File: src/rtl/memory_access_pkg.sv
// Shared definitions for the memory-access stage: load/store encodings,
// FSM state encoding and small helpers for access size, alignment and lanes.
package memory_access_pkg;

  localparam logic TRUE  = 1'b1;
  localparam logic FALSE = 1'b0;

  localparam logic [2:0] LB      = 3'd0;
  localparam logic [2:0] LH      = 3'd1;
  localparam logic [2:0] LW      = 3'd2;
  localparam logic [2:0] LBU     = 3'd3;
  localparam logic [2:0] LHU     = 3'd4;
  localparam logic [2:0] NOTLOAD = 3'd7;

  localparam logic [1:0] SB       = 2'd0;
  localparam logic [1:0] SH       = 2'd1;
  localparam logic [1:0] SW       = 2'd2;
  localparam logic [1:0] NOTSTORE = 2'd3;

  typedef enum logic [1:0] {
    IDLE = 2'd0,
    BUSY = 2'd1,
    DONE = 2'd2
  } state_t;

  typedef enum logic [1:0] {
    SIZE_B = 2'd0,
    SIZE_H = 2'd1,
    SIZE_W = 2'd2
  } size_t;

  // Access width of a load or store; non-memory ops report word size.
  function automatic size_t access_size(input logic [2:0] ld, input logic [1:0] st);
    size_t sz;
    sz = SIZE_W;
    if (ld == LB || ld == LBU || (ld == NOTLOAD && st == SB)) sz = SIZE_B;
    else if (ld == LH || ld == LHU || (ld == NOTLOAD && st == SH)) sz = SIZE_H;
    return sz;
  endfunction

  function automatic logic is_misaligned(input size_t sz, input logic [1:0] off);
    logic mis;
    case (sz)
      SIZE_H:  mis = off[0];
      SIZE_W:  mis = (off != 2'b00);
      default: mis = 1'b0;
    endcase
    return mis;
  endfunction

  // Byte offset with the low bits cleared that a given size cannot use.
  function automatic logic [1:0] align_offset(input size_t sz, input logic [1:0] off);
    logic [1:0] aligned;
    case (sz)
      SIZE_B:  aligned = off;
      SIZE_H:  aligned = {off[1], 1'b0};
      default: aligned = 2'b00;
    endcase
    return aligned;
  endfunction

  function automatic logic [3:0] byte_enable(input size_t sz, input logic [1:0] off);
    logic [3:0] be;
    case (sz)
      SIZE_B:  be = 4'b0001 << off;
      SIZE_H:  be = off[1] ? 4'b1100 : 4'b0011;
      default: be = 4'b1111;
    endcase
    return be;
  endfunction

  // Store data replicated across every lane so the byte enables pick the slot.
  function automatic logic [31:0] lane_data(input size_t sz, input logic [31:0] d);
    logic [31:0] lanes;
    case (sz)
      SIZE_B:  lanes = {4{d[7:0]}};
      SIZE_H:  lanes = {2{d[15:0]}};
      default: lanes = d;
    endcase
    return lanes;
  endfunction

endpackage

File: src/rtl/memory_access_load_extend.sv
// Picks the addressed byte/halfword out of a read word and sign- or
// zero-extends it according to the load type.
module load_extend
  import memory_access_pkg::*;
(
  input  logic [31:0] rdata,
  input  logic [2:0]  load_type,
  input  logic [1:0]  offset,
  output logic [31:0] data
);

  logic [7:0]  byte_sel;
  logic [15:0] half_sel;

  // Lane selection followed by extension to a full word.
  always_comb begin
    byte_sel = rdata[7:0];
    case (offset)
      2'd0:    byte_sel = rdata[7:0];
      2'd1:    byte_sel = rdata[15:8];
      2'd2:    byte_sel = rdata[23:16];
      default: byte_sel = rdata[31:24];
    endcase
    half_sel = offset[1] ? rdata[31:16] : rdata[15:0];
    case (load_type)
      LB:      data = {{24{byte_sel[7]}}, byte_sel};
      LBU:     data = {24'd0, byte_sel};
      LH:      data = {{16{half_sel[15]}}, half_sel};
      LHU:     data = {16'd0, half_sel};
      default: data = rdata;
    endcase
  end

endmodule

File: src/rtl/memory_access.sv
// Memory-access pipeline stage: issues one data-memory request per load or
// store, stalls upstream until the bus acknowledges, then hands the result
// to writeback. Non-memory ops and trapped misaligned ops pass in one cycle.
module memory_access
  import memory_access_pkg::*;
#(
  parameter bit MISALIGN_CHECK = 1'b1
) (
  input  logic        clk,
  input  logic        rst_n,
  input  logic [31:0] alu_result,
  input  logic [31:0] rs2E,
  input  logic        write_regE,
  input  logic [2:0]  info_loadE,
  input  logic [1:0]  info_storeE,
  input  logic [4:0]  dstreg_addrE,
  input  logic        flush,
  output logic        dmem_req,
  output logic        dmem_we,
  output logic [31:0] dmem_addr,
  output logic [31:0] dmem_wdata,
  output logic [3:0]  dmem_be,
  input  logic [31:0] dmem_rdata,
  input  logic        dmem_ack,
  output logic        stall,
  output logic [31:0] forward_data_writemem,
  output logic        write_regM,
  output logic [4:0]  dstreg_addrM,
  output logic [31:0] wb_data,
  output logic        misaligned
);

  state_t      state, state_next;
  size_t       size_in;
  logic        is_load_in, is_store_in, mem_op, misalign_in, issue;
  logic [1:0]  offset_in;

  logic [2:0]  load_type_q;
  logic [1:0]  offset_q;
  logic        is_load_q, we_q, write_reg_q, kill_q;
  logic [4:0]  dst_q;
  logic [31:0] rdata_q, load_data;

  assign is_load_in  = (info_loadE != NOTLOAD);
  assign is_store_in = (info_storeE != NOTSTORE);
  assign mem_op      = is_load_in || is_store_in;
  assign size_in     = access_size(info_loadE, info_storeE);
  assign offset_in   = align_offset(size_in, alu_result[1:0]);
  assign misalign_in = MISALIGN_CHECK && mem_op && is_misaligned(size_in, alu_result[1:0]);
  assign issue       = (state == IDLE) && mem_op && !flush && !misalign_in;

  assign forward_data_writemem = alu_result;

  load_extend u_load_extend (
    .rdata     (rdata_q),
    .load_type (load_type_q),
    .offset    (offset_q),
    .data      (load_data)
  );

  // State register.
  always_ff @(posedge clk or negedge rst_n) begin
    if (!rst_n) state <= IDLE;
    else        state <= state_next;
  end

  // Next state: one issue, wait for ack, one cycle to publish the result.
  always_comb begin
    state_next = state;
    case (state)
      IDLE:    state_next = issue ? BUSY : IDLE;
      BUSY:    state_next = dmem_ack ? DONE : BUSY;
      DONE:    state_next = IDLE;
      default: state_next = IDLE;
    endcase
  end

  // Bus strobes and stall; the request drops as soon as the FSM leaves BUSY.
  always_comb begin
    dmem_req = 1'b0;
    dmem_we  = 1'b0;
    stall    = 1'b0;
    case (state)
      IDLE: stall = issue;
      BUSY: begin
        dmem_req = 1'b1;
        dmem_we  = we_q;
        stall    = !dmem_ack;
      end
      default: stall = 1'b0;
    endcase
  end

  // Capture the transaction at issue, the read data at ack, and any flush
  // that arrives while the bus is still busy.
  always_ff @(posedge clk or negedge rst_n) begin
    if (!rst_n) begin
      dmem_addr   <= '0;
      dmem_be     <= '0;
      dmem_wdata  <= '0;
      we_q        <= FALSE;
      is_load_q   <= FALSE;
      load_type_q <= NOTLOAD;
      offset_q    <= '0;
      write_reg_q <= FALSE;
      dst_q       <= '0;
      kill_q      <= FALSE;
      rdata_q     <= '0;
    end else if (issue) begin
      dmem_addr   <= {alu_result[31:2], 2'b00};
      dmem_be     <= byte_enable(size_in, offset_in);
      dmem_wdata  <= lane_data(size_in, rs2E);
      we_q        <= is_store_in;
      is_load_q   <= is_load_in;
      load_type_q <= info_loadE;
      offset_q    <= offset_in;
      write_reg_q <= write_regE;
      dst_q       <= dstreg_addrE;
      kill_q      <= FALSE;
    end else if (state == BUSY) begin
      if (flush)    kill_q  <= TRUE;
      if (dmem_ack) rdata_q <= dmem_rdata;
    end
  end

  // Writeback registers: load directly in IDLE unless a request is issued,
  // load the memory result in DONE, otherwise hold; misaligned is a pulse.
  always_ff @(posedge clk or negedge rst_n) begin
    if (!rst_n) begin
      write_regM   <= FALSE;
      dstreg_addrM <= '0;
      wb_data      <= '0;
      misaligned   <= FALSE;
    end else begin
      misaligned <= FALSE;
      if (state == IDLE && !issue) begin
        wb_data <= alu_result;
        if (flush) begin
          write_regM   <= FALSE;
          dstreg_addrM <= '0;
        end else if (misalign_in) begin
          write_regM   <= FALSE;
          dstreg_addrM <= dstreg_addrE;
          misaligned   <= TRUE;
        end else begin
          write_regM   <= write_regE;
          dstreg_addrM <= dstreg_addrE;
        end
      end else if (state == DONE) begin
        write_regM   <= write_reg_q && is_load_q && !kill_q;
        dstreg_addrM <= kill_q ? 5'd0 : dst_q;
        wb_data      <= (is_load_q && !kill_q) ? load_data : 32'd0;
      end
    end
  end

endmodule

File: config.mk
export PLATFORM = sky130hd
export DESIGN_NAME = memory_access
export DESIGN_NICKNAME = d
export VERILOG_FILES = /design/src/rtl/memory_access_pkg.sv /design/src/rtl/memory_access_load_extend.sv /design/src/rtl/memory_access.sv
export SDC_FILE = /design/constraint.sdc
export NUM_CORES = 1
export LEC_CHECK = 0
export ABC_AREA = 1
export CORE_ASPECT_RATIO = 1.1
export CORE_MARGIN = 10
export CORE_UTILIZATION = 45
export DETAILED_ROUTE_END_ITERATION = 12
export GPL_ROUTABILITY_DRIVEN = 1
export PLACE_DENSITY_LB_ADDON = 0.2
export SYNTH_ARGS = -nofsm -noshare
export SYNTH_HDL_FRONTEND = slang
export SYNTH_SLANG_ARGS = --single-unit
export TNS_END_PERCENT = 50
File: constraint.sdc
create_clock -name clk -period 2.1 [get_ports clk]
set_input_delay 0.21 -clock clk [delete_from_list [all_inputs] [get_ports clk]]
set_output_delay 0.21 -clock clk [all_outputs]
set_load 0.03 [all_outputs]
=== Word-level counts from Yosys, hierarchy flattened ===
Cells that the tools add are included.

* Eq/ne operators: 16
* Shifts and indexed selects: 1
* Muxes and demuxes: 33
* Bitwise operators: 1
* Reductions and logical operators: 32

{| class="wikitable"
|+ Operator list
! operator !! count
|-
| $pmux 32 s4 || 1
|-
| $mux 32 || 3
|-
| $pmux 32 s2 || 1
|-
| $pmux 8 s3 || 1
|-
| $mux 5 || 4
|-
| $mux 16 || 1
|-
| $mux 1 || 13
|-
| $logic_and 1x1->1 || 10
|-
| $eq 3x3->1 const B || 3
|-
| $eq 2x1->1 const B || 4
|-
| $logic_not 2->1 || 4
|-
| $pmux 2 s2 || 2
|-
| $pmux 4 s2 || 1
|-
| $reduce_bool 2->1 || 4
|-
| $eq 2x2->1 const B || 3
|-
| $eq 3x1->1 const B || 2
|-
| $eq 3x2->1 const B || 2
|-
| $logic_not 3->1 || 2
|-
| $mux 2 || 3
|-
| $logic_not 1->1 || 5
|-
| $logic_or 1x1->1 || 5
|-
| $mux 4 || 1
|-
| $pmux 1 s2 || 2
|-
| $shl 1x2->4 const A || 1
|-
| 5 further kinds || 5
|}

* Register bits: 153
* Logic and storage cells: 99

=== Logic depth before layout (Yosys ltp) ===
* Depth after elaboration: 13
* Gate-level depth with buffers: 12

=== Cells and area by module ===
From an unflattened synthesis, not the netlist that was laid out.

* Cells, all modules: 1065
* Area total of the unflattened synthesis: 7956.4 um2

{| class="wikitable"
|+ Modules (own cells, without submodules)
! module !! times used !! cells an instance !! area an instance (um2) !! sequential area each (um2)
|-
| memory_access || 1 || 860 || 6971.7 || 3832.4
|-
| load_extend || 1 || 205 || 984.7 || 0.0
|}

=== Worst setup path after synthesis ===
Ideal clock, no wire load.

* Path kind: register -> output
* From: register state[0]
* To: output port stall
* Arrival time: 1.834 ns
* Data required time: 1.890 ns
* Slack: 0.056 ns
* Cell stages (with the launch flop): 5
* Cells stage by stage: dfrtp_1 > inv_2 > nor2_1 > inv_1 > o21ai_0

* Cells in the longest elaborated chain, start to end: 5

{| class="wikitable"
|+ RTL lines
! element !! line !! source
|-
| start: declaration || memory_access.sv:33 || <nowiki>state_t state, state_next;</nowiki>
|-
| start signal: assignment || memory_access.sv:64 || <nowiki>else state <= state_next;</nowiki>
|-
| $logic_not 2->1 || memory_access.sv:50, memory_access.sv:83 ||
|-
| $logic_and 1x1->1 (3 in series) || memory_access.sv:50 || <nowiki>assign issue = (state == IDLE) && mem_op && !flush && !misalign_in;</nowiki>
|-
| $pmux 1 s2 * || memory_access.sv:83 || <nowiki>case (state)</nowiki>
|-
| end: declaration || memory_access.sv:25 || <nowiki>output logic stall,</nowiki>
|}

Every way passes the cells marked *; elsewhere a longest branch is shown, timed or not.

=== Worst setup path in the final report ===
* From: register state[1]
* To: output port stall

The elaborated chain is that of the path after synthesis.

==> flow_summary.toml <==
[timing]
hold_viol = 0
fin_crit_ns = 1.99
tightestPinTransition_ns = 0.620
timing.fmax_mhz = 504
max_slew_margin = 0.586
finalSetupViolCount = 0
finClkSkew_ns = 0.00651
fin_ws_ns = 0.114
timing.final.crit_share = 0.946
rsz0062_at_grt = "no"
slew_viol_final = 0

[route]
top_layer_used = "met4"
via_count = 7688
first_pass_iters = 7
wl_um = 25900
route.met3.wl_um = 1780
drtIter0Drc = 582
viasPerCell = 5.04
drtAntennaViolNets = 0
wl_per_cell_um = 17.0
drc_errors = 0
wl_met2_um = 12300
wl_met1_um = 11300

[place]
hpwl_um = 19800
io_buffers = 250
gp_congestion = 0.934
place_inst = 1492
post-place-ws_ns = -0.0678

[grt]
grt_pass1_vias = 7452
grt_usage = 0.219
antenna_found_initial = 0
overflow = 0
grt_max_degree = 48
grt_pass1_wl_um = 40600

[synth]
ys_seq_area_frac = 0.488
syn_inst = 1055
yosys.area.top_type_share = 0.478
syn_area_um2 = 7850
synthMostInstantiatedCell = "nand2_1"
synth.distinct_cells = 29
syn_avg_cell_area_um2 = 7.44
synth_ff_type = "dfrtp_1"
synthTopCellsByArea = "dfrtp_1, nand2_1, o21ai_0, nor2_1, buf_4"
ys_async_sr_fraction = 1.00
synthTopCellsByCount = "nand2_1, dfrtp_1, o21ai_0"
synth_area_leader_cell = "dfrtp_1"
ys_ff_latch = 153
yosys_warnings = 0
synth_edf_count = 0

[layout]
final-seq-area_um2 = 3830
finalNetCount = 1390
fin_cells = 1526
antenna_cells = 0
fill_cells = 1535
area_delta_synth_final_pct = 41.5
drive_gt1_frac = 0.0743
multi_input_comb_area_um2 = 3150

[clock_network]
cts.sinks = 153
clock_latency_ns = 0.42
h-tree-depth = 4
numCtsBuffers = 17
clock-root-buffer = "clkbuf_16"
clk_pin_slew_worst_paths_ns = 0.06
cts_tree = "yes"
clock_path_buffers = 2

[setup_path]
cp.depth = 6
end_kind = "output pin"
path_buf_inv = 1
crit_arrival_ns = 1.78
cp_max_fo = 5
r2r_start = "load_type_q[2]"
start_kind = "flop"
slowest_stage = "dfrtp_1"
cpPeakStageDelay_ns = 0.46
ff2ff_path_depth = 9
crit_type = "reg2out"
crit_chain = "nor2_4 > nand2_1 > nor2_2 > nand3_4 > o21ai_0 > buf_4"
path_delay_family = "simple AND/OR/NAND/NOR gates"
reg2reg_to = "wb_data[6]"
required_ns = 1.89
reg2reg_slack_ns = 0.22

[power_and_ir_drop]
p_leak_uw = 0.00532
power_uw = 16000
power_density_nw_per_um2 = 1440
ir_drop_uv = 827

[hold_path]
min_path_type = "in2async"

[floorplanning]
dieHeight_um = 158
die_w_um = 146
pin_count = 253
core_area_um2 = 17100
core.rowCount = 50
start_util = 0.459
die_area_um2 = 23100

[job]
maxCapViolCount = 0

[status]
status = "finished clean"
-- repair_timing --
item,4_1_cts,5_1_grt
cloned,0,0
setup buffers,1,0
resized for setup,0,2
endpoints found under the hold margin,31,0
hold buffers,1,0
setup endpoints to repair,1,2
pin swaps,1,0
-- cell families (layout without fill, tap and decap cells) --
| group | after synthesis | after routing | synth area share |
|---|---|---|---|
| AOI/OAI and AO/OA | 195 | 195 | 0.126 |
| other | 1 | 2 | 0.000478 |
| and+or+nand+nor | 530 | 530 | 0.274 |
| DFF | 153 | 153 | 0.488 |
| buffers and inverters | 176 | 412 | 0.111 |
-- cells in the final DEF (no fill, tap or decap), drive strengths merged --
cell type,n
a21oi,61
buf,42
bufinv,2
clkbuf,24
clkdlybuf4s50,246
clkinv,4
clkinvlp,2
conb,2
dfrtp,150
dfstp,3
dlygate4sd3,1
dlymetal6s2s,1
inv,90
nand2,370
nand3,60
nand4,2
nor2,96
nor3,1
o211ai,1
o21ai,125
o22ai,8
or2,1
-- layer usage --
| metal | up-vias | GRT usage |
|---|---|---|
| met3 | 41 | 0.0505 |
| li1 | 3763 | - |
| met5 | - | 0 |
| met4 | 0 | 0.0751 |
| met1 | 3591 | 0.279 |
| met2 | 293 | 0.361 |
-- worst max-delay path by stage --
| stage | start | to | slack, ns |
|---|---|---|---|
| CTS | state[0] | dmem_req | 0.006 |
| detailed placement | info_loadE[0] | write_regM | -0.07 |
| floorplan | state[0] | stall | 0.06 |
| global placement | info_loadE[0] | wb_data[10] | -0.005 |
| finish | state[1] | stall | 0.11 |
| global route | state[1] | stall | 0.05 |
-- flip-flops by register name, summed over array words and instances, names as in the netlist --
name / flops
kill_q: 1
offset_q: 2
misaligned: 1
dst_q: 5
dmem_wdata: 32
write_reg_q: 1
wb_data: 32
is_load_q: 1
dmem_addr: 30
write_regM: 1
dmem_be: 4
dstreg_addrM: 5
rdata_q: 32
state: 2
we_q: 1
load_type_q: 3
-- cell type report --
class                           count  share of cell area
Sequential cell                   153               0.345
Multi-Input combinational cell    727               0.284
Timing Repair Buffer              290               0.263
Clock buffer                       24              0.0425
Inverter                           90              0.0307
Tap cell                          234              0.0264
Clock inverter                      8             0.00857
-- per-stage QoR --
stage	setup TNS [ns]	util	instance area (um^2)	hold WS, ns
finish	0	0.650	11100	0.242
global route	0	0.650	11100	0.287
CTS	0	0.650	11100	0.242
detailed placement	-1.05	0.616	10500	0.126
global placement	-0.00893	0.616	10500	0.125
floorplan	0	-	7850	-0.0856
-- worst reg2reg max path, cell delays in order (launching register included) --
cell and delay [ns]:
dfstp_2 0.56, inv_1 0.09, nand3_1 0.09, nand2_1 0.36, a21oi_1 0.26, o21ai_0 0.11, nand2_1 0.11, nand2_1 0.06
nor2_1 0.09, nor2_1 0.05
-- where the power goes --
part / switching, uW / internal, uW / leakage (uW)
clock network: 1160 / 1800 / 0.000274
logic: 4970 / 3020 / 0.00318
registers: 835 / 4220 / 0.00187
total: 6970 / 9050 / 0.00532
(Power assumes the default switching activity.)
